### src/rtl/tdc_ctrl.sv
// tdc_ctrl: measurement controller for a ring-oscillator TDC.
// Synchronises the start/stop pins and the ring pulse train, runs the
// oscillator only while measuring, counts coarse clk cycles and fine ring
// edges, then streams a fixed result frame over a valid/ready byte port.
//
// Ports:
//   clk, rst          system clock, asynchronous active-low reset
//   start, stop       asynchronous pins, rising edge starts/ends a measurement
//   ring_pulse        asynchronous ring oscillator output (< clk/2)
//   tdc_en            oscillator enable, high only while measuring
//   busy              high whenever a measurement or frame is in progress
//   axi_data/valid    frame byte and its valid flag
//   axi_ready         downstream accepts the byte
//
// Optional feature: define TDC_CTRL_CSUM_EN to append an XOR checksum byte.
module tdc_ctrl #(
  parameter int unsigned TIMEOUT_CYCLES = 50000,
  parameter int unsigned SYNC_STAGES    = 2
) (
  input  logic       clk,
  input  logic       rst,
  input  logic       start,
  input  logic       stop,
  input  logic       ring_pulse,
  output logic       tdc_en,
  output logic       busy,
  output logic [7:0] axi_data,
  output logic       axi_valid,
  input  logic       axi_ready
);

  localparam int unsigned CNT_W = 16;
  localparam int unsigned IDX_W = 3;
`ifdef TDC_CTRL_CSUM_EN
  localparam int unsigned FRAME_LEN = 7;
`else
  localparam int unsigned FRAME_LEN = 6;
`endif
  localparam logic [IDX_W-1:0] LAST_IDX    = IDX_W'(FRAME_LEN - 1);
  localparam logic [CNT_W-1:0] TIMEOUT_VAL = CNT_W'(TIMEOUT_CYCLES);
  localparam logic [CNT_W-1:0] CNT_MAX     = '1;
  localparam logic [7:0]       SYNC_BYTE   = 8'hA5;

  typedef enum logic [1:0] {
    IDLE = 2'd0,
    RUN  = 2'd1,
    SEND = 2'd2
  } state_t;

  state_t state, state_nxt;

  logic [SYNC_STAGES-1:0] start_sync, stop_sync, ring_sync;
  logic                   start_q, stop_q, ring_q;
  logic                   start_edge, stop_edge, ring_edge;

  logic [CNT_W-1:0] coarse, fine;
  logic             timeout_flag, fine_ovf;
  logic [IDX_W-1:0] idx;

  logic [CNT_W-1:0] coarse_nxt, fine_nxt, coarse_inc;
  logic             timeout_nxt, ovf_nxt, timeout_hit, xfer;
  logic [IDX_W-1:0] idx_nxt, idx_inc;
  logic [7:0]       data_nxt, byte_sel, status_byte;
  logic             valid_nxt, tdc_en_nxt, busy_nxt;

  // Input synchronisers plus one edge-detect register per input
  always_ff @(posedge clk or negedge rst) begin
    if (!rst) begin
      start_sync <= '0;
      stop_sync  <= '0;
      ring_sync  <= '0;
      start_q    <= 1'b0;
      stop_q     <= 1'b0;
      ring_q     <= 1'b0;
    end else begin
      start_sync <= {start_sync[SYNC_STAGES-2:0], start};
      stop_sync  <= {stop_sync[SYNC_STAGES-2:0], stop};
      ring_sync  <= {ring_sync[SYNC_STAGES-2:0], ring_pulse};
      start_q    <= start_sync[SYNC_STAGES-1];
      stop_q     <= stop_sync[SYNC_STAGES-1];
      ring_q     <= ring_sync[SYNC_STAGES-1];
    end
  end

  assign start_edge  = start_sync[SYNC_STAGES-1] & ~start_q;
  assign stop_edge   = stop_sync[SYNC_STAGES-1] & ~stop_q;
  assign ring_edge   = ring_sync[SYNC_STAGES-1] & ~ring_q;

  assign coarse_inc  = coarse + CNT_W'(1);
  assign idx_inc     = idx + IDX_W'(1);
  assign xfer        = axi_valid & axi_ready;
  // A stop in the same cycle as the timeout wins, so timeout stays clear
  assign timeout_hit = (state == RUN) && !stop_edge && (coarse_inc == TIMEOUT_VAL);
  assign status_byte = {timeout_flag, fine_ovf, 6'b0};

  // State register
  always_ff @(posedge clk or negedge rst) begin
    if (!rst) state <= IDLE;
    else      state <= state_nxt;
  end

  // Next-state logic
  always_comb begin
    state_nxt = state;
    case (state)
      IDLE: if (start_edge) state_nxt = stop_edge ? SEND : RUN;
      RUN:  if (stop_edge || (coarse_inc == TIMEOUT_VAL)) state_nxt = SEND;
      SEND: if (xfer && (idx == LAST_IDX)) state_nxt = IDLE;
      default: state_nxt = IDLE;
    endcase
  end

  // Byte presented after the current one transfers
  always_comb begin
    byte_sel = SYNC_BYTE;
    case (idx_inc)
      3'd1: byte_sel = status_byte;
      3'd2: byte_sel = coarse[15:8];
      3'd3: byte_sel = coarse[7:0];
      3'd4: byte_sel = fine[15:8];
      3'd5: byte_sel = fine[7:0];
`ifdef TDC_CTRL_CSUM_EN
      3'd6: byte_sel = SYNC_BYTE ^ status_byte ^ coarse[15:8] ^ coarse[7:0]
                     ^ fine[15:8] ^ fine[7:0];
`endif
      default: byte_sel = SYNC_BYTE;
    endcase
  end

  // Output and datapath next values
  always_comb begin
    coarse_nxt  = coarse;
    fine_nxt    = fine;
    timeout_nxt = timeout_flag;
    ovf_nxt     = fine_ovf;
    idx_nxt     = idx;
    data_nxt    = axi_data;
    valid_nxt   = axi_valid;
    tdc_en_nxt  = (state_nxt == RUN);
    busy_nxt    = (state_nxt != IDLE);
    case (state)
      IDLE: begin
        if (start_edge) begin
          coarse_nxt  = '0;
          fine_nxt    = '0;
          timeout_nxt = 1'b0;
          ovf_nxt     = 1'b0;
        end
      end
      RUN: begin
        coarse_nxt = coarse_inc;
        if (ring_edge) begin
          if (fine == CNT_MAX) ovf_nxt  = 1'b1;
          else                 fine_nxt = fine + CNT_W'(1);
        end
        if (timeout_hit) timeout_nxt = 1'b1;
      end
      SEND: begin
        if (xfer) begin
          if (idx == LAST_IDX) begin
            valid_nxt = 1'b0;
            idx_nxt   = '0;
          end else begin
            idx_nxt  = idx_inc;
            data_nxt = byte_sel;
          end
        end
      end
      default: ;
    endcase
    // Sync byte goes out on the first SEND cycle
    if ((state != SEND) && (state_nxt == SEND)) begin
      valid_nxt = 1'b1;
      data_nxt  = SYNC_BYTE;
      idx_nxt   = '0;
    end
  end

  // Registered outputs and measurement counters
  always_ff @(posedge clk or negedge rst) begin
    if (!rst) begin
      coarse       <= '0;
      fine         <= '0;
      timeout_flag <= 1'b0;
      fine_ovf     <= 1'b0;
      idx          <= '0;
      axi_data     <= '0;
      axi_valid    <= 1'b0;
      tdc_en       <= 1'b0;
      busy         <= 1'b0;
    end else begin
      coarse       <= coarse_nxt;
      fine         <= fine_nxt;
      timeout_flag <= timeout_nxt;
      fine_ovf     <= ovf_nxt;
      idx          <= idx_nxt;
      axi_data     <= data_nxt;
      axi_valid    <= valid_nxt;
      tdc_en       <= tdc_en_nxt;
      busy         <= busy_nxt;
    end
  end

endmodule

### config.mk
export PLATFORM = sky130hd
export DESIGN_NAME = tdc_ctrl
export DESIGN_NICKNAME = d
export VERILOG_FILES = /design/src/rtl/tdc_ctrl.sv
export SDC_FILE = /design/constraint.sdc
export NUM_CORES = 1
export LEC_CHECK = 0
export ABC_CLOCK_PERIOD_IN_PS = 3800
export CAP_MARGIN = 20
export CORE_AREA = 10 10 82 84
export CTS_BUF_LIST = sky130_fd_sc_hd__clkbuf_8
export CTS_CLUSTER_SIZE = 30
export DETAILED_ROUTE_END_ITERATION = 10
export DIE_AREA = 0 0 92 94
export GPL_TIMING_DRIVEN = 0
export PLACE_DENSITY = 0.86
export SLEW_MARGIN = 10
export SYNTH_ARGS = -nofsm -noshare
export SYNTH_HDL_FRONTEND = slang
export SYNTH_SLANG_ARGS = --single-unit
### constraint.sdc
create_clock -name clk -period 3.8 [get_ports clk]
set_input_delay 0.38 -clock clk [delete_from_list [all_inputs] [get_ports clk]]
set_output_delay 0.38 -clock clk [all_outputs]
set_load 0.03 [all_outputs]
==> results list <==
- For this run, the number of Yosys warnings is 0.
* Total global routing track utilization: 19.7%
* Fin crit period: 2.69 ns
* Clock skew after layout: 0.00810 ns
* Largest vdd supply drop: 0.356 mV
- X dimension of the die: 92 um
* Relative contribution of combinational cells to total power: 30.4%
- The core region is 5070 um^2.
* Slowest-stage cell, CP: dfrtp_1
* Antenna violations before repair: 0
* Library cell used as clock root buffer: clkbuf_8
- Number of failing setup endpoints in the final timing report: 0
- Fraction of the yosys area taken by sequential cells: 44.1%
* Clock network power share: 34.1%
- In this run the count of I/O pins placed on the die edge is 17.
- STA classifies the critical path startpoint as a flip-flop.
- In this run the tool buffered the top-level ports with 16 buffer cells.
- Cell chain of the critical path: ha_1, nand4_2, nor4_1, mux2i_1, and3_1, clkbuf_1, a311oi_1
- In this run the vertical extent of the chip is 94 um.
- Share of async-settable or async-resettable flops after synthesis: 100%
- Critical path type: reg2reg
- Sequential cells account for 35.6% of the total power.
- Routability-driven placement finished with a final weighted congestion of 0.879.
* Power Dens Cells: 590 nW/um^2
- Dividing the detail-routed wire length by the instance count gives 18.0 um.
* Number of filler cells placed in the layout: 370
- Fraction of layout cells with a size suffix above 1: 9.44%
- A synthesized cell averages 9.29 um^2.
- After clock tree synthesis, the clock-pin slew on the worst setup and hold paths is 0.07 ns.
* Max-slew violation total from the final report: 0
* Via-per-instance ratio: 6.54
* FF-to-FF setup slack: 1.11 ns
* Count of unique library cells instantiated by Yosys: 61
- Number of iterations in the first detailed-routing pass: 7
- Detailed placement HPWL: 5720 um
- Row generation in the floorplan step produced 26 rows.
* Number of maximum-capacitance constraint violations: 0
- Entering global routing, the biggest net connects 60 pins.
* Crit share post-route: 70.7%
* Number of synthesized flops with an enable pin: 0
- For this configuration, the core starts out at a cell density of 65.9%.
* First-pass GRT wire length: 13800 um
* Hold Fails Final Rpt: 0
- Longest individual stage delay on the worst path: 0.48 ns
- Net switching is 34.7% of the power.
* Post-route ant nets: 0
* Most frequent cells in the layout: 59 x dfrtp_1, 34 x nor2_1, 31 x o21ai_0
* DRT iter0 DRCs: 297
* Reported net switching power: 0.792 mW
- Mapped Nets: 368
* RSZ-0062 raised after global routing: false
- Total overflow reported by the global router: 0
* CTS Hold Buffers Added: 0
- The number of global-route vias before repair is 2819.
- Reg2reg start: coarse[0]
* Worst hold margin: 0.0942 ns
* Worst EP required: 3.96 ns
- The number of gates resized after CTS was 0.
- In the routed design, unresolved DRC markers number 0.
- Leading cell type in the layout, fill and taps excluded: dfrtp_1
- Number of synthesized register bits: 59
* Total clock sinks: 59
* Path type of the worst min-delay path: in2async
* Arrival @ worst endpoint: 2.84 ns
- The run finished with clean final reports.
- Synthesis-to-finish area growth: 15.5%
* Total Neg Setup Slack: 0 ns
- In this run the tightest slew margin relative to its limit is 50.7%.
* Total die area: 8650 um^2
* Leakage Power: 1.48 nW
* Synthesized instance count: 360
- Diodes inserted: 0
- In this run the number of H-tree levels came out at 3.
- The routed design has 8320 um of wire.
- In this run the post-CTS setup repair buffer count came out at 0.
* Worst slew pin tran: 0.739 ns
- The critical path starts at coarse[0].
- Area of the mapped netlist: 3340 um^2
* CTS buffer count: 9
* Most common flop cell mapped by yosys: dfrtp_1
- Along the worst path, the maximum fanout reaches 10.
* Later-pin clock latency in the skew report: 0.34 ns
- The internal portion of the total power is 1.49 mW.
- Derived from the worst setup path, the maximum achievable clock frequency is 372 MHz.
- CTS max path bufs: 2
- TritonCTS built the clock tree.
* Sort of element at the end of the critical path: flip-flop
- Summing over every cut layer, the via total after detailed routing is 3022.
- Number of nets in the layout: 395
## per-layer routing
metal	share of wire (%)	wire length, um	vias to the layer above	track usage, %
met4	1.8	149	0	7.71
met1	43	3540	1480	25.3
met3	7.1	589	17	5.04
met5	0	0	-	0
met2	49	4040	137	31.2
li1	-	-	1388	-
## worst paths after layout
path	end	cells past startpoint
setup reg to reg	tdc_en	7
max in group asynchronous	state[1]	1
min in group clk	start_sync[1]	0
hold / removal	fine[1]	1
hold reg to reg	start_sync[1]	0
setup / recovery	tdc_en	7
## synth_stat cells, types with 7 or more instances
master,n,area (um^2)
clkbuf_1,20,75.1
o21a_1,9,67.6
nand2_1,28,105
nand3_1,16,80.1
a22oi_1,7,52.6
a21oi_1,18,90.1
nor2b_1,7,43.8
o21ai_0,31,155
o21ai_1,8,40.0
xor2_1,10,87.6
nor2_1,34,128
dfrtp_1,59,1480
## layout make-up
class	instances	area (um^2)	area share, %
Multi-Input combinational cell	272	1760	45.5
Sequential cell	59	1480	38.2
Timing Repair Buffer	16	158	4.08
Clock buffer	10	138	3.56
Clock inverter	6	136	3.53
Buffer	24	92.6	2.40
Tap cell	70	87.6	2.27
Inverter	5	18.8	0.486
## per-stage QoR
step	util (%)	std cells	total power [mW]	setup WS (ns)	instance area, um^2
floorplan	-	360	1.27	1.68	3340
global placement	70.8	446	1.48	0.569	3590
detailed placement	70.7	446	1.50	1.31	3590
CTS	76.1	462	2.28	1.17	3860
global route	76.1	462	2.40	0.915	3860
finish	76.1	462	2.28	1.11	3860
## power by group through the flow
stage	Clock [mW]	Combinational (mW)	Sequential [mW]
3_3_place_gp	0	0.660	0.817
2_1_floorplan	0	0.402	0.867
6_report	0.777	0.692	0.811
5_1_grt	0.809	0.762	0.824
3_5_place_dp	0	0.678	0.821
4_1_cts	0.783	0.687	0.810
## sequential cells by signal, indices dropped and copies added, names as in the netlist
register and cells:
start_sync 2, busy 1, start_q 1, timeout_flag 1, ring_q 1, idx 3, ring_sync 2, axi_data 8
fine 16, tdc_en 1, state 2, stop_q 1, stop_sync 2, fine_ovf 1, coarse 16, axi_valid 1
## kinds of logic (layout without fill, tap and decap cells)
logic type / Yosys count / after routing / synth area share (%)
and+or+nand+nor: 135 / 135 / 22.6
AOI/OAI and AO/OA: 107 / 107 / 20.7
DFF: 59 / 59 / 44.1
buffers and inverters: 29 / 61 / 3.33
xor gates and xnor gates: 15 / 15 / 3.93
muxes: 13 / 13 / 4.49
adders and majority gates: 2 / 2 / 0.748
## worst max-delay path, delay by kind of cell (launching register included)
| kind | cells | cell delay [ns] |
|---|---|---|
| mux | 1 | 0.32 |
| flops | 1 | 0.48 |
| compound gates | 1 | 0.24 |
| buf+inv | 1 | 0.39 |
| fa+ha+maj | 1 | 0.30 |
| simple gates | 3 | 0.78 |
(Power assumes the default switching activity.)
